`config.mk`:
```
export PLATFORM = sky130hd
export DESIGN_NAME = tape_ctrl
export DESIGN_NICKNAME = d
export VERILOG_FILES = /design/src/rtl/tape_ctrl.sv
export SDC_FILE = /design/constraint.sdc
export NUM_CORES = 1
export LEC_CHECK = 0
export ABC_AREA = 1
export CAP_MARGIN = 10
export CORE_ASPECT_RATIO = 0.9
export CORE_UTILIZATION = 44
export DETAILED_ROUTE_END_ITERATION = 10
export MAX_ROUTING_LAYER = met4
export PLACE_DENSITY_LB_ADDON = 0.3
export RECOVER_POWER = 25
export SLEW_MARGIN = 0
export SYNTH_ARGS = -nofsm -noshare
export SYNTH_HDL_FRONTEND = slang
export SYNTH_SLANG_ARGS = --single-unit
```
`constraint.sdc`:
```
create_clock -name clk -period 1.7 [get_ports clk]
set_input_delay 0.51 -clock clk [delete_from_list [all_inputs] [get_ports clk]]
set_output_delay 0.51 -clock clk [all_outputs]
set_load 0.05 [all_outputs]
```
`src/rtl/tape_ctrl.sv`:
```
// Tape buffer controller: arbitrates the single-port tape RAM between the loader and the
// cassette player, records the loaded length and sequences the tape transport.
module tape_ctrl #(
  parameter int AW     = 16,
  parameter int RD_LAT = 1,
  parameter int DEB    = 1024
) (
  input  logic          clk,
  input  logic          reset_n,
  input  logic          ioctl_download,
  input  logic          ioctl_wr,
  input  logic [AW-1:0] ioctl_addr,
  input  logic [7:0]    ioctl_dout,
  input  logic [AW-1:0] play_addr,
  output logic [7:0]    play_data,
  output logic          play_valid,
  output logic [AW-1:0] mem_addr,
  output logic [7:0]    mem_din,
  output logic          mem_we,
  input  logic [7:0]    mem_dout,
  input  logic          motor,
  input  logic          rewind_req,
  output logic [AW-1:0] tape_end,
  output logic          tape_loaded,
  output logic          cas_en,
  output logic          cas_rewind
);

  localparam int DCW = $clog2(DEB + 1);
  localparam int RCW = $clog2(RD_LAT + 1);

  typedef enum logic [1:0] {
    S_EMPTY,
    S_LOADING,
    S_STOPPED,
    S_PLAYING
  } state_t;

  state_t          r_state;
  state_t          w_state_nxt;
  logic            r_motor_s1;
  logic            r_motor_s2;
  logic            r_motor_f;
  logic [DCW-1:0]  r_deb_cnt;
  logic            r_dl_q;
  logic            r_any_wr;
  logic [AW-1:0]   r_tape_end;
  logic            r_wr_pend;
  logic [AW-1:0]   r_wr_addr;
  logic [7:0]      r_wr_data;
  logic [AW-1:0]   r_play_addr_q;
  logic [RCW-1:0]  r_rd_cnt;
  logic            r_cas_en;
  logic            r_cas_rewind;
  logic            w_dl_rise;
  logic            w_dl_fall;
  logic            w_wr_acc;
  logic            w_loaded;
  logic            w_load_done;
  logic            w_rew_tgl;
  logic            w_addr_chg;

  assign w_dl_rise  = ioctl_download & ~r_dl_q;
  assign w_dl_fall  = ~ioctl_download & r_dl_q;
  assign w_wr_acc   = ioctl_wr && (r_state == S_LOADING);
  assign w_loaded   = (r_state == S_STOPPED) || (r_state == S_PLAYING);
  assign w_addr_chg = (play_addr != r_play_addr_q);
  assign w_rew_tgl  = w_load_done | (rewind_req & w_loaded);

  // Motor relay: two-flop synchronizer, then the filtered level only follows after DEB equal samples.
  // NOTE: sequential state uses non-blocking assignments so every flop samples pre-edge values.
  always_ff @(posedge clk or negedge reset_n) begin
    if (!reset_n) begin
      r_motor_s1 <= 1'b0;
      r_motor_s2 <= 1'b0;
      r_motor_f  <= 1'b0;
      r_deb_cnt  <= '0;
    end else begin
      r_motor_s1 <= motor;
      r_motor_s2 <= r_motor_s1;
      if (r_motor_s2 == r_motor_f) begin
        r_deb_cnt <= '0;
      end else if (r_deb_cnt == DCW'(DEB - 1)) begin
        r_motor_f <= r_motor_s2;
        r_deb_cnt <= '0;
      end else begin
        r_deb_cnt <= r_deb_cnt + DCW'(1);
      end
    end
  end

  // NOTE: defaults come first so every path assigns each signal and no latch is inferred.
  always_comb begin
    w_state_nxt = r_state;
    w_load_done = 1'b0;
    if (w_dl_rise) begin
      w_state_nxt = S_LOADING;
    end else begin
      case (r_state)
        S_LOADING: begin
          if (w_dl_fall) begin
            if (r_any_wr || w_wr_acc) begin
              w_state_nxt = S_STOPPED;
              w_load_done = 1'b1;
            end else begin
              w_state_nxt = S_EMPTY;
            end
          end
        end
        S_STOPPED: if (r_motor_f)  w_state_nxt = S_PLAYING;
        S_PLAYING: if (!r_motor_f) w_state_nxt = S_STOPPED;
        default:   w_state_nxt = r_state;
      endcase
    end
  end

  always_ff @(posedge clk or negedge reset_n) begin
    if (!reset_n) begin
      r_state      <= S_EMPTY;
      r_cas_en     <= 1'b0;
      r_cas_rewind <= 1'b0;
      r_dl_q       <= 1'b0;
      r_any_wr     <= 1'b0;
      r_tape_end   <= '0;
      r_wr_pend    <= 1'b0;
      r_wr_addr    <= '0;
      r_wr_data    <= '0;
    end else begin
      r_state  <= w_state_nxt;
      r_cas_en <= (w_state_nxt == S_PLAYING);
      r_dl_q   <= ioctl_download;
      if (w_rew_tgl) r_cas_rewind <= ~r_cas_rewind;
      if (w_dl_rise) begin
        r_tape_end <= '0;
        r_any_wr   <= 1'b0;
      end else if (w_wr_acc) begin
        r_any_wr <= 1'b1;
        if (ioctl_addr > r_tape_end) r_tape_end <= ioctl_addr;
      end
      r_wr_pend <= w_wr_acc;
      if (w_wr_acc) begin
        r_wr_addr <= ioctl_addr;
        r_wr_data <= ioctl_dout;
      end
    end
  end

  // r_rd_cnt counts consecutive edges at which the RAM sampled the current play_addr as a read.
  always_ff @(posedge clk or negedge reset_n) begin
    if (!reset_n) begin
      r_play_addr_q <= '0;
      r_rd_cnt      <= '0;
    end else begin
      r_play_addr_q <= play_addr;
      if (r_wr_pend) begin
        r_rd_cnt <= '0;
      end else if (w_addr_chg) begin
        r_rd_cnt <= RCW'(1);
      end else if (r_rd_cnt != RCW'(RD_LAT)) begin
        r_rd_cnt <= r_rd_cnt + RCW'(1);
      end
    end
  end

  assign mem_we      = r_wr_pend;
  assign mem_addr    = r_wr_pend ? r_wr_addr : play_addr;
  assign mem_din     = r_wr_data;
  assign play_data   = mem_dout;
  assign play_valid  = (r_rd_cnt == RCW'(RD_LAT)) && !w_addr_chg && w_loaded;
  assign tape_end    = r_tape_end;
  assign tape_loaded = w_loaded;
  assign cas_en      = r_cas_en;
  assign cas_rewind  = r_cas_rewind;

endmodule
```
==> results of run 1 <==
layer usage:
| metal | part of all wire, % | global-route usage, % | up-vias |
|---|---|---|---|
| met5 | 0 | - | - |
| met4 | 2.2 | 10.51 | 0 |
| met3 | 6.3 | 6.424 | 32 |
| met2 | 52 | 49.26 | 169 |
| met1 | 39 | 35.86 | 1887 |
| li1 | - | - | 1768 |
worst min path at each step:
| stage | start | to | slack, ps | depth (start not counted) |
|---|---|---|---|---|
| after global routing | reset_n | r_wr_addr[0] | 330 | 1 |
| final | reset_n | r_wr_addr[0] | 280 | 1 |
| after floorplan | reset_n | cas_en | 210 | 0 |
| after CTS | reset_n | r_motor_f | 110 | 1 |
| after detailed placement | r_motor_s1 | r_motor_s2 | 330 | 0 |
| after global placement | r_motor_s1 | r_motor_s2 | 330 | 0 |
metrics by stage:
stage	power (uW)	hold WS, ps	TNS [ps]
floorplan	4185	214.4	-1050
global placement	5771	332.3	-17780
detailed placement	5833	334.7	-18930
CTS	7865	111.0	-3930
global route	8480	332.8	-7520
finish	8170	275.8	-5730
worst max-delay path, cell delays in order:
cell and delay, ps:
sky130_fd_sc_hd__dlygate4sd2_1 260, sky130_fd_sc_hd__inv_2 80, sky130_fd_sc_hd__o22ai_2 90, sky130_fd_sc_hd__nor4_2 320, sky130_fd_sc_hd__nand3_1 170, sky130_fd_sc_hd__nor2_4 130, sky130_fd_sc_hd__buf_12 140
cells in the mapped netlist, drive strengths merged:
library cell / n
a211oi: 1
a21oi: 11
nor3b: 2
buf: 16
nand2: 161
a221oi: 2
nor4: 2
a21o: 1
a31oi: 1
xnor2: 2
nand3: 24
nor3: 3
nor2: 26
dfrtp: 78
clkbuf: 7
o21ai: 18
or2: 2
xor2: 5
o22ai: 3
ha: 17
o31ai: 1
inv: 49
nand4: 19
kinds of logic after synthesis:
| kind of cell | Yosys count | share of synthesized area (%) |
|---|---|---|
| AND/OR/NAND/NOR | 239 | 28.19 |
| flip-flops | 78 | 50.72 |
| buffers and inverters | 72 | 8.420 |
| AO/OA/AOI/OAI | 38 | 5.560 |
| adder cells (fa/ha/maj) | 17 | 5.527 |
| XOR/XNOR | 7 | 1.593 |
repair_timing:
action | CTS | global route
setup endpoints to repair | 34 | 42
gates cloned | 4 | 1
pin swaps | 55 | 33
setup buffers | 18 | 2
resized for setup | 113 | 40
where the power goes:
part | internal [uW] | leakage, uW | total [uW] | switching (uW)
registers | 2200 | 0.000961 | 2520 | 314
clock network | 878 | 0.000117 | 1650 | 769
logic | 1880 | 0.00217 | 4000 | 2130
total | 4960 | 0.00325 | 8170 | 3210
area by class of cell:
type,count,area (sq um),share of cell area [%]
clock inverter,6,95.09,1.393
sequential,78,1972,28.89
clock buffer,10,137.6,2.016
timing repair buffer,175,2147,31.46
multi-input combinational,302,2141,31.37
tap,115,143.9,2.108
inverter,49,188.9,2.768
sequential cells by signal, indices dropped and copies added (netlist names), 2 cells and up:
signal,cells
mem_din,8
r_deb_cnt,11
r_play_addr_q,16
r_state,2
r_wr_addr,16
tape_end,16
==> implementation parameters, run 1 <==
Parameter                              Value

Setup path
  Critical R2R Capture ... tape_end[2]
  Crit. Startpoint ... play_addr[9]
  Critical register-to-register path startpoint ... tape_end[7]
  Arrival time of the worst setup path ... approximately 1700 ps
  R2R Setup Slk ... -160 ps
  Critical Path End Type ... primary output
  Critical Path RT ... 1190 ps
  Critical Path Start Type ... input port
  Number of cells on the worst reg-to-reg path ... 12
  Last element of the critical path ... play_valid
  Class of the most critical setup path ... in -> out
  Largest fanout of any net on the critical path ... 3

GRT
  Total routing usage reported by global routing ... between 20% and 30%
  Remaining global-route overflow ... 0
  Maximum number of pins on one net before global-route repair ... 35
  Number of global-route vias before repair ... 4,031
  Wire length of the first global-routing pass ... 20.13 mm
  Number of antenna violations at the first check in global routing ... 0

Route
  Routed wire length per instance ... 18.07 microns
  Number of design-rule violations left by the first detailed-router iteration ... ~190
  Wirelength, routed ... 13.28 mm
  Number of nets with antenna violations after detailed routing ... 0
  Drt drc ... 0
  TritonRoute pass-1 iters ... 4
  Total via count in the routed design ... slightly below 4,000
  Via/cell ratio ... about 5.2

Yosys
  Share of synthesized area occupied by flip-flops and latches ... around half
  Biggest area contributors in the synthesized netlist ... sky130_fd_sc_hd__dfrtp_1 51%, sky130_fd_sc_hd__nand2_1 15%, sky130_fd_sc_hd__ha_1 5.5%
  Unique masters post-synth ... 34
  Count of synthesis-stage warnings from yosys ... 0
  Total standard cell area after synthesis ... approximately 0.0038 sq mm
  Total nets after synthesis ... 522
  Number of instances in the synthesized netlist ... 451
  Mean Syn Cell Area ... approximately 8.5 sq um
  Fraction of post-synthesis cell area in the top cell type by area ... 50.72%
  Post-synthesis cell type with the largest combined area ... sky130_fd_sc_hd__dfrtp_1
  Synthesis-stage register bit count ... 78

Final layout
  Non-filler instance count after layout ... 735
  Fill cell total of the finished layout ... 455
  Ant. Diodes ... 0
  Final standard cell utilization of the core ... 82.61%
  Ratio of cells with drive above 1 in the final layout ... 44.52%
  Layout net count ... 686
  Cell area after layout ... 0.006825 sq mm
  Most used cells in the layout excluding fill and tap cells ... 126 x sky130_fd_sc_hd__nand2_1, 66 x sky130_fd_sc_hd__buf_4, 62 x sky130_fd_sc_hd__dfrtp_1
  Signed area change from the synthesized netlist to the final layout ... 77.34%
  Most common library cell in the layout ignoring fill and taps ... sky130_fd_sc_hd__nand2_1

Die
  Die Span Y ... 90.73 microns
  Core region area ... between 0.008 and 0.009 sq mm
  Number of top-level pins ... 107
  Area enclosed by the die boundary ... approximately 0.0091 sq mm
  Std cell rows ... 31
  Die width ... 100.6 microns
  Starting density of the core ... 46.58%

Placement
  Total cell area at the placement stage ... between 0.005 and 0.006 sq mm
  Half-perimeter wire length after placement ... roughly 7.5 mm
  Final estimated routing congestion in global placement ... 0.8685
  Count of port buffers added during placement ... 90
  Post-placement cell count ... 696
  Post-Place Setup Slack ... -845.3 ps

Timing
  Final cycle utilization of the critical path ... 130.2%
  Smallest setup slack after layout ... -514.2 ps
  Number of failing setup endpoints in the final timing report ... 34
  Worst Tran Pin Value ... 940.6 ps
  Unrepaired setup endpoints after global routing ... true
  Fin Clk Skew ... 12.61 ps
  Shortest period the worst path allows ... 2214 ps
  Highest clock rate ... roughly 0.45 GHz
  Pins over their slew limit ... 0
  Hold Violations, Final ... 0
  Worst-case headroom to the max-slew limit ... a little under two fifths

Min path
  Type of the tightest min-delay check ... in -> async

Power
  Leakage power total ... 0.003246 uW
  Maximum ir drop on the vdd rail ... 0.7607 mV
  Cell area power density ... 1197 mW/mm^2

Run
  Count of maximum capacitance violations ... 0

CTS
  Clock buffers created by TritonCTS ... 9
  Later-pin clock latency in the skew report ... 360 ps
  H-tree levels ... 3
  CTS tree ... built
  CTS sink cnt ... 78
  Clock root cell ... sky130_fd_sc_hd__clkbuf_8
  Count of hold-fix buffers inserted at cts ... 0
  Clock Pin Slew Worst Setup and Hold Paths ... 90 ps
  Number of buffers on the longest clock path ... 2

Status
  Status ... finished, violations left
  Violated checks ... setup timing
No activity file was read; power rests on OpenSTA's default activity.
==> inputs of run 2 (changes only) <==
--- a/config.mk
+++ b/config.mk
@@ -13,6 +13,7 @@
 export MAX_ROUTING_LAYER = met4
 export PLACE_DENSITY_LB_ADDON = 0.3
 export RECOVER_POWER = 25
+export SETUP_SLACK_MARGIN = 0.3
 export SLEW_MARGIN = 0
 export SYNTH_ARGS = -nofsm -noshare
 export SYNTH_HDL_FRONTEND = slang
==> run 2 against run 1 <==
- the flow still finishes with violations (setup timing)
- critical endpoint unchanged
- via count up 13%
- final cell count up 4.2%
- first-iteration DRC count up 32%
- maximum frequency down 2.4%
==> implementation parameters, run 2 (synthesis gave the netlist of run 1 again) <==
Parameter                              Value

CTS
  Clock root cell ... sky130_fd_sc_hd__clkbuf_8
  Clock buffers created by TritonCTS ... 9 (unchanged)
  CTS sink cnt ... 78 (unchanged)
  Later-pin clock latency in the skew report ... 370 ps (about the same)
  Count of hold-fix buffers inserted at cts ... 0 (unchanged)
  CTS tree ... built
  Clock Pin Slew Worst Setup and Hold Paths ... 90 ps (about the same)
  H-tree levels ... 3 (unchanged)
  Number of buffers on the longest clock path ... 2 (unchanged)

Power
  Leakage power total ... 0.003468 uW (+6.8%)
  Cell area power density ... 1161 mW/mm^2 (-3.0%)
  Maximum ir drop on the vdd rail ... 0.7545 mV (-0.81%)

Final layout
  Ant. Diodes ... 0 (unchanged)
  Ratio of cells with drive above 1 in the final layout ... 52.38% (+7.9 points)
  Layout net count ... 717 (+4.5%)
  Most common library cell in the layout ignoring fill and taps ... sky130_fd_sc_hd__nand2_1
  Final standard cell utilization of the core ... 90.35% (+7.7 points)
  Most used cells in the layout excluding fill and tap cells ... 106 x sky130_fd_sc_hd__nand2_1, 63 x sky130_fd_sc_hd__buf_4, 61 x sky130_fd_sc_hd__dfrtp_1
  Signed area change from the synthesized netlist to the final layout ... 93.95%
  Cell area after layout ... 0.007465 sq mm (+9.4%)

Route
  Number of nets with antenna violations after detailed routing ... 0 (unchanged)
  Wirelength, routed ... 17.03 mm (+28%)
  Drt drc ... 0 (unchanged)
  Routed wire length per instance ... 22.24 microns (+23%)
  TritonRoute pass-1 iters ... 6 (+2)
  Number of design-rule violations left by the first detailed-router iteration ... 248 (+32%)
  Via/cell ratio ... 5.706 (+8.8%)
  Total via count in the routed design ... 4,371 (+13%)

Die
  Starting density of the core ... 46.58% (unchanged)
  Std cell rows ... 31 (unchanged)
  Die width ... 100.6 microns (unchanged)
  Core region area ... 0.008262 sq mm (unchanged)
  Area enclosed by the die boundary ... 0.009126 sq mm (unchanged)
  Number of top-level pins ... 107 (unchanged)
  Die Span Y ... 90.73 microns (unchanged)

Placement
  Half-perimeter wire length after placement ... 7.995 mm (+6.6%)
  Count of port buffers added during placement ... 90 (unchanged)
  Final estimated routing congestion in global placement ... 0.8549 (-1.6%)
  Post-Place Setup Slack ... -758.4 ps (+86.90 ps)
  Total cell area at the placement stage ... 0.006153 sq mm (+3.3%)

GRT
  Maximum number of pins on one net before global-route repair ... 33 (-5.7%)
  Wire length of the first global-routing pass ... 20.62 mm (+2.5%)
  Total routing usage reported by global routing ... 30.08% (+0.27 points)
  Number of global-route vias before repair ... 4,189 (+3.9%)
  Remaining global-route overflow ... 0 (unchanged)
  Number of antenna violations at the first check in global routing ... 0 (unchanged)

Timing
  Final sum of negative setup slack ... -8524 ps (-2794 ps)
  Hold Violations, Final ... 0 (unchanged)
  Number of failing setup endpoints in the final timing report ... 34 (unchanged)
  Worst-case headroom to the max-slew limit ... 46.21% (+8.9 points)
  Final cycle utilization of the critical path ... 133.4% (+3.2 points)
  Pins over their slew limit ... 0 (unchanged)
  Unrepaired setup endpoints after global routing ... true
  Worst Tran Pin Value ... 806.9 ps (-133.8 ps)
  Smallest setup slack after layout ... -568.2 ps (-53.98 ps)
  Fin Clk Skew ... 18.01 ps (+5.398 ps)
  Shortest period the worst path allows ... 2268 ps (+53.98 ps)
  Highest clock rate ... 0.4409 GHz (-2.4%)

Setup path
  Arrival time of the worst setup path ... 1760 ps (+60 ps)
  Critical Path Start Type ... input port
  Largest fanout of any net on the critical path ... 2 (-1)
  Top Family by Delay on Critical Path ... simple AND/OR/NAND/NOR gates
  Critical Path End Type ... primary output
  Critical-path top delay cell ... sky130_fd_sc_hd__nor4_2
  CP max stage delay ... 270 ps (-50 ps)
  Critical Path RT ... 1190 ps (about the same)
  Critical path buffer and inverter count ... 3 (unchanged)
  Class of the most critical setup path ... in -> out
  Worst-path cell chain ... dlygate4sd2_1 -> inv_1 -> nand2_1 -> nand3_2 -> nor4_2 -> nand3_1 -> nor2_4 -> buf_12

Min path
  Type of the tightest min-delay check ... in -> async

Run
  Count of maximum capacitance violations ... 0 (unchanged)

Status
  Violated checks ... setup timing
  Status ... finished, violations left
-- run 2: changes by cell type in the layout (fill, tap and decap cells not counted), moves of 7 or more --
| cell | delta |
|---|---|
| sky130_fd_sc_hd__buf_8 | +8 |
| sky130_fd_sc_hd__nand2_8 | +11 |
| sky130_fd_sc_hd__nand2_1 | -20 |
| sky130_fd_sc_hd__buf_6 | +27 |
| sky130_fd_sc_hd__nand3_2 | +7 |
| sky130_fd_sc_hd__nand3_1 | -7 |
| sky130_fd_sc_hd__nand2_2 | +9 |
-- run 2: final timing paths --
check / start / to / slack, ps / cells past startpoint
max in group asynchronous: reset_n / tape_end[5] / 660 / 2
min reg2reg: r_motor_s1 / r_motor_s2 / 400 / 0
min in group clk: play_addr[6] / r_play_addr_q[6] / 390 / 1
max reg2reg: tape_end[14] / tape_end[6] / -310 / 12
max: play_addr[5] / play_valid / -570 / 8
min: reset_n / tape_end[4] / 210 / 1
-- run 2: area by class of cell --
class / instances / area, sq um
clock buffers: 13 / 168.9
clock inverters: 3 / 17.52
fillers: 308 / 797.0
inverters: 49 / 201.4
multi-input cells: 302 / 2461
flip-flops and latches: 78 / 1973
well taps: 115 / 143.9
repair buffers: 206 / 2499
-- run 2: where the power goes --
group,total [uW],switching [uW],internal [uW]
logic,4650,2450,2200
clock network,1370,727,647
registers,2640,435,2210
-- run 2: per-layer routing --
layer  vias to the layer above  global-route usage, %  wire (microns)
met3                       103                  7.740            1245
li1                       1832                      -               -
met2                       275                  50.80            8525
met1                      2161                  34.20            6337
met5                         -                      -               0
met4                         0                  11.11             926
-- run 2: stage by stage --
| step | hold WS [ps] | instances | total power [uW] |
|---|---|---|---|
| floorplan | 214.4 | 451 | 4402 |
| global placement | 337.3 | 698 | 5927 |
| detailed placement | 336.3 | 698 | 6028 |
| global route | 275.8 | 766 | 8902 |
| finish | 214.6 | 766 | 8665 |
| CTS | 80.02 | 739 | 7772 |
-- run 2: what timing repair did --
item | CTS | global route
buffers inserted | 21 | 26
pin swaps | 60 | 56
endpoints found under the setup margin | 92 | 94
cloned | 4 | 1
resized for setup | 125 | 90
==> inputs of run 3 (changes only) <==
--- a/config.mk
+++ b/config.mk
@@ -10,7 +10,6 @@
 export CORE_ASPECT_RATIO = 0.9
 export CORE_UTILIZATION = 44
 export DETAILED_ROUTE_END_ITERATION = 10
-export MAX_ROUTING_LAYER = met4
 export PLACE_DENSITY_LB_ADDON = 0.3
 export RECOVER_POWER = 25
 export SETUP_SLACK_MARGIN = 0.3
==> constraint.sdc (replaced) <==
create_clock -name clk -period 1.9 [get_ports clk]
set_input_delay 0.57 -clock clk [delete_from_list [all_inputs] [get_ports clk]]
set_output_delay 0.57 -clock clk [all_outputs]
set_load 0.05 [all_outputs]
==> run 3 against run 2 <==
- the flow still finishes with violations (setup timing)
- clock power hardly changed
- final cell count is 4.8% lower
- global-route usage is 3.8 points lower
- first-iteration DRC count is 14% lower
- worst hold slack better by 130 ps
- clock skew is 9.0 ps lower
- combinational power is 33% lower
- critical path depth is 1 lower
- non-clock buffer count is 37 lower
- via count is 14% lower
- critical path type unchanged
==> implementation parameters, run 3 (synthesis gave the netlist of run 1 again) <==
Parameter                              Value

GRT
  Remaining global-route overflow ... 0 (unchanged)
  Number of global-route vias before repair ... 3,795 (-9.4%)
  Wire length of the first global-routing pass ... 18.33 mm (-11%)
  Total routing usage reported by global routing ... 26.23% (-3.8 points)
  Maximum number of pins on one net before global-route repair ... 79 (+140%)
  Number of antenna violations at the first check in global routing ... 0 (unchanged)

Timing
  Smallest setup slack after layout ... -350.5 ps (+217.7 ps)
  Shortest period the worst path allows ... 2250 ps
  Unrepaired setup endpoints after global routing ... true
  Highest clock rate ... 0.4444 GHz
  Final cycle utilization of the critical path ... 118.4%
  Number of failing setup endpoints in the final timing report ... 18 (-47%)
  Worst-case headroom to the max-slew limit ... 30.05% (-16 points)
  Worst Tran Pin Value ... 1049 ps (+242.4 ps)
  Hold Violations, Final ... 0 (unchanged)
  Pins over their slew limit ... 0 (unchanged)
  Fin Clk Skew ... 8.998 ps (-9.009 ps)

Die
  Core region area ... 0.008262 sq mm (unchanged)
  Std cell rows ... 31 (unchanged)
  Die width ... 100.6 microns (unchanged)
  Area enclosed by the die boundary ... 0.009126 sq mm (unchanged)
  Number of top-level pins ... 107 (unchanged)
  Die Span Y ... 90.73 microns (unchanged)
  Starting density of the core ... 46.58% (unchanged)

Final layout
  Layout net count ... 680 (-5.2%)
  Final standard cell utilization of the core ... 80.57% (-9.8 points)
  Signed area change from the synthesized netlist to the final layout ... 72.95%
  Cell area after layout ... 0.006656 sq mm (-11%)
  Ant. Diodes ... 0 (unchanged)
  Ratio of cells with drive above 1 in the final layout ... 44.46% (-7.9 points)
  Most used cells in the layout excluding fill and tap cells ... 125 x sky130_fd_sc_hd__nand2_1, 69 x sky130_fd_sc_hd__buf_4, 62 x sky130_fd_sc_hd__dfrtp_1
  Most common library cell in the layout ignoring fill and taps ... sky130_fd_sc_hd__nand2_1

Route
  Number of nets with antenna violations after detailed routing ... 0 (unchanged)
  Total via count in the routed design ... 3,742 (-14%)
  Number of design-rule violations left by the first detailed-router iteration ... 213 (-14%)
  Wirelength, routed ... 12.00 mm (-30%)
  TritonRoute pass-1 iters ... 4 (-2)
  Via/cell ratio ... 5.133 (-10%)
  Drt drc ... 0 (unchanged)
  Routed wire length per instance ... 16.46 microns (-26%)

CTS
  Clock Pin Slew Worst Setup and Hold Paths ... 80 ps (about the same)
  Number of buffers on the longest clock path ... 2 (unchanged)
  H-tree levels ... 3 (unchanged)
  Clock root cell ... sky130_fd_sc_hd__clkbuf_8
  Later-pin clock latency in the skew report ... 360 ps (about the same)
  CTS sink cnt ... 78 (unchanged)
  CTS tree ... built
  Clock buffers created by TritonCTS ... 9 (unchanged)

Placement
  Count of port buffers added during placement ... 90 (unchanged)
  Half-perimeter wire length after placement ... 7.190 mm (-10%)
  Final estimated routing congestion in global placement ... 0.8483 (-0.77%)
  Total cell area at the placement stage ... 0.005655 sq mm (-8.1%)

Power
  Net Sw Frac ... 40.27% (-1.4 points)
  Logic pwr share ... 45.9% (-7.8 points)
  Maximum ir drop on the vdd rail ... 0.6483 mV (-14%)
  Part of the power in the clock network ... 20.5% (+4.6 points)
  Int Power ... 4071 uW (-19%)
  Leakage power total ... 0.003112 uW (-10%)
  Net load switching power ... 2744 uW (-24%)
  Power share of the sequential group ... 33.6% (+3.1 points)
  Cell area power density ... 1024 mW/mm^2 (-12%)

Status
  Status ... finished, violations left
  Violated checks ... setup timing

Setup path
  Critical Path RT ... 1330 ps (+140 ps)
  Critical-path top delay cell ... sky130_fd_sc_hd__nor4_2
  Critical Path Start Type ... input port
  Arrival time of the worst setup path ... 1680 ps (-80 ps)
  Class of the most critical setup path ... in -> out
  CP max stage delay ... 280 ps (about the same)
  Worst-path cell chain ... clkdlybuf4s15_1 -> inv_2 -> o21ai_2 -> nor4_2 -> nand3_1 -> nor2_4 -> buf_12
  Critical Path End Type ... primary output
  Largest fanout of any net on the critical path ... 3 (+1)

Min path
  Type of the tightest min-delay check ... in -> reg

Run
  Count of maximum capacitance violations ... 0 (unchanged)
run 3: cell type report:
type                            count  area [sq um]
Clock buffer                       11         141.4
Tap cell                          115         143.9
Sequential cell                    78          1972
Multi-Input combinational cell    302          2316
Inverter                           49         200.2
Fill cell                         494          1605
Clock inverter                      5         82.58
Timing Repair Buffer              169          1800
run 3: worst max-delay path, delay by kind of cell:
kind	cells	cell delay, ps
and+or+nand+nor	3	590
buffers and inverters	3	460
AOI/OAI and AO/OA	1	60
run 3: what timing repair did:
action	in CTS	in global routing
cloned	4	0
endpoints found under the hold margin	0	0
setup buffers	17	14
pin swaps	66	49
hold buffers	0	0
gates resized for setup	142	38
endpoints found under the setup margin	42	46
run 3: power by group through the flow:
stage / Combinational [uW] / Clock (uW) / Sequential, uW
after floorplan: 1180 / 0 / 2750
after global placement: 2490 / 0 / 2280
after detailed placement: 2540 / 0 / 2290
after CTS: 2930 / 1410 / 2270
after global routing: 3320 / 1480 / 2320
final: 3130 / 1400 / 2290
run 3: path summary, 6_finish.rpt:
check,start,end,slack [ps],depth (start not counted)
setup / recovery,play_addr[7],play_valid,-350,7
hold / removal,play_addr[5],r_play_addr_q[5],350,1
setup reg to reg,tape_end[11],tape_end[14],20,10
hold reg to reg,r_motor_s1,r_motor_s2,350,0
max in group asynchronous,reset_n,tape_end[12],640,2
min in group asynchronous,reset_n,r_deb_cnt[3],520,2
run 3: layer usage:
metal  vias up  GRT usage [%]  part of all wire (%)
li1       1765              -                     -
met1      1825          31.89                    41
met2       126          45.49                    51
met3        26          5.108                   5.1
met4         0          10.02                   2.5
met5         -              0                     0
run 3: through the flow:
stage	power [uW]	setup TNS (ps)	setup slack (ps)	instances	hold WS [ps]
6_report	6816	-2490	-350.5	729	348.9
5_1_grt	7114	-3916	-419.3	729	335.4
4_1_cts	6614	-2291	-330.5	715	242.2
3_5_place_dp	4828	-10990	-707.8	678	339.5
3_3_place_gp	4766	-10330	-681.7	678	334.9
2_1_floorplan	3934	-219.1	-149.1	451	274.4
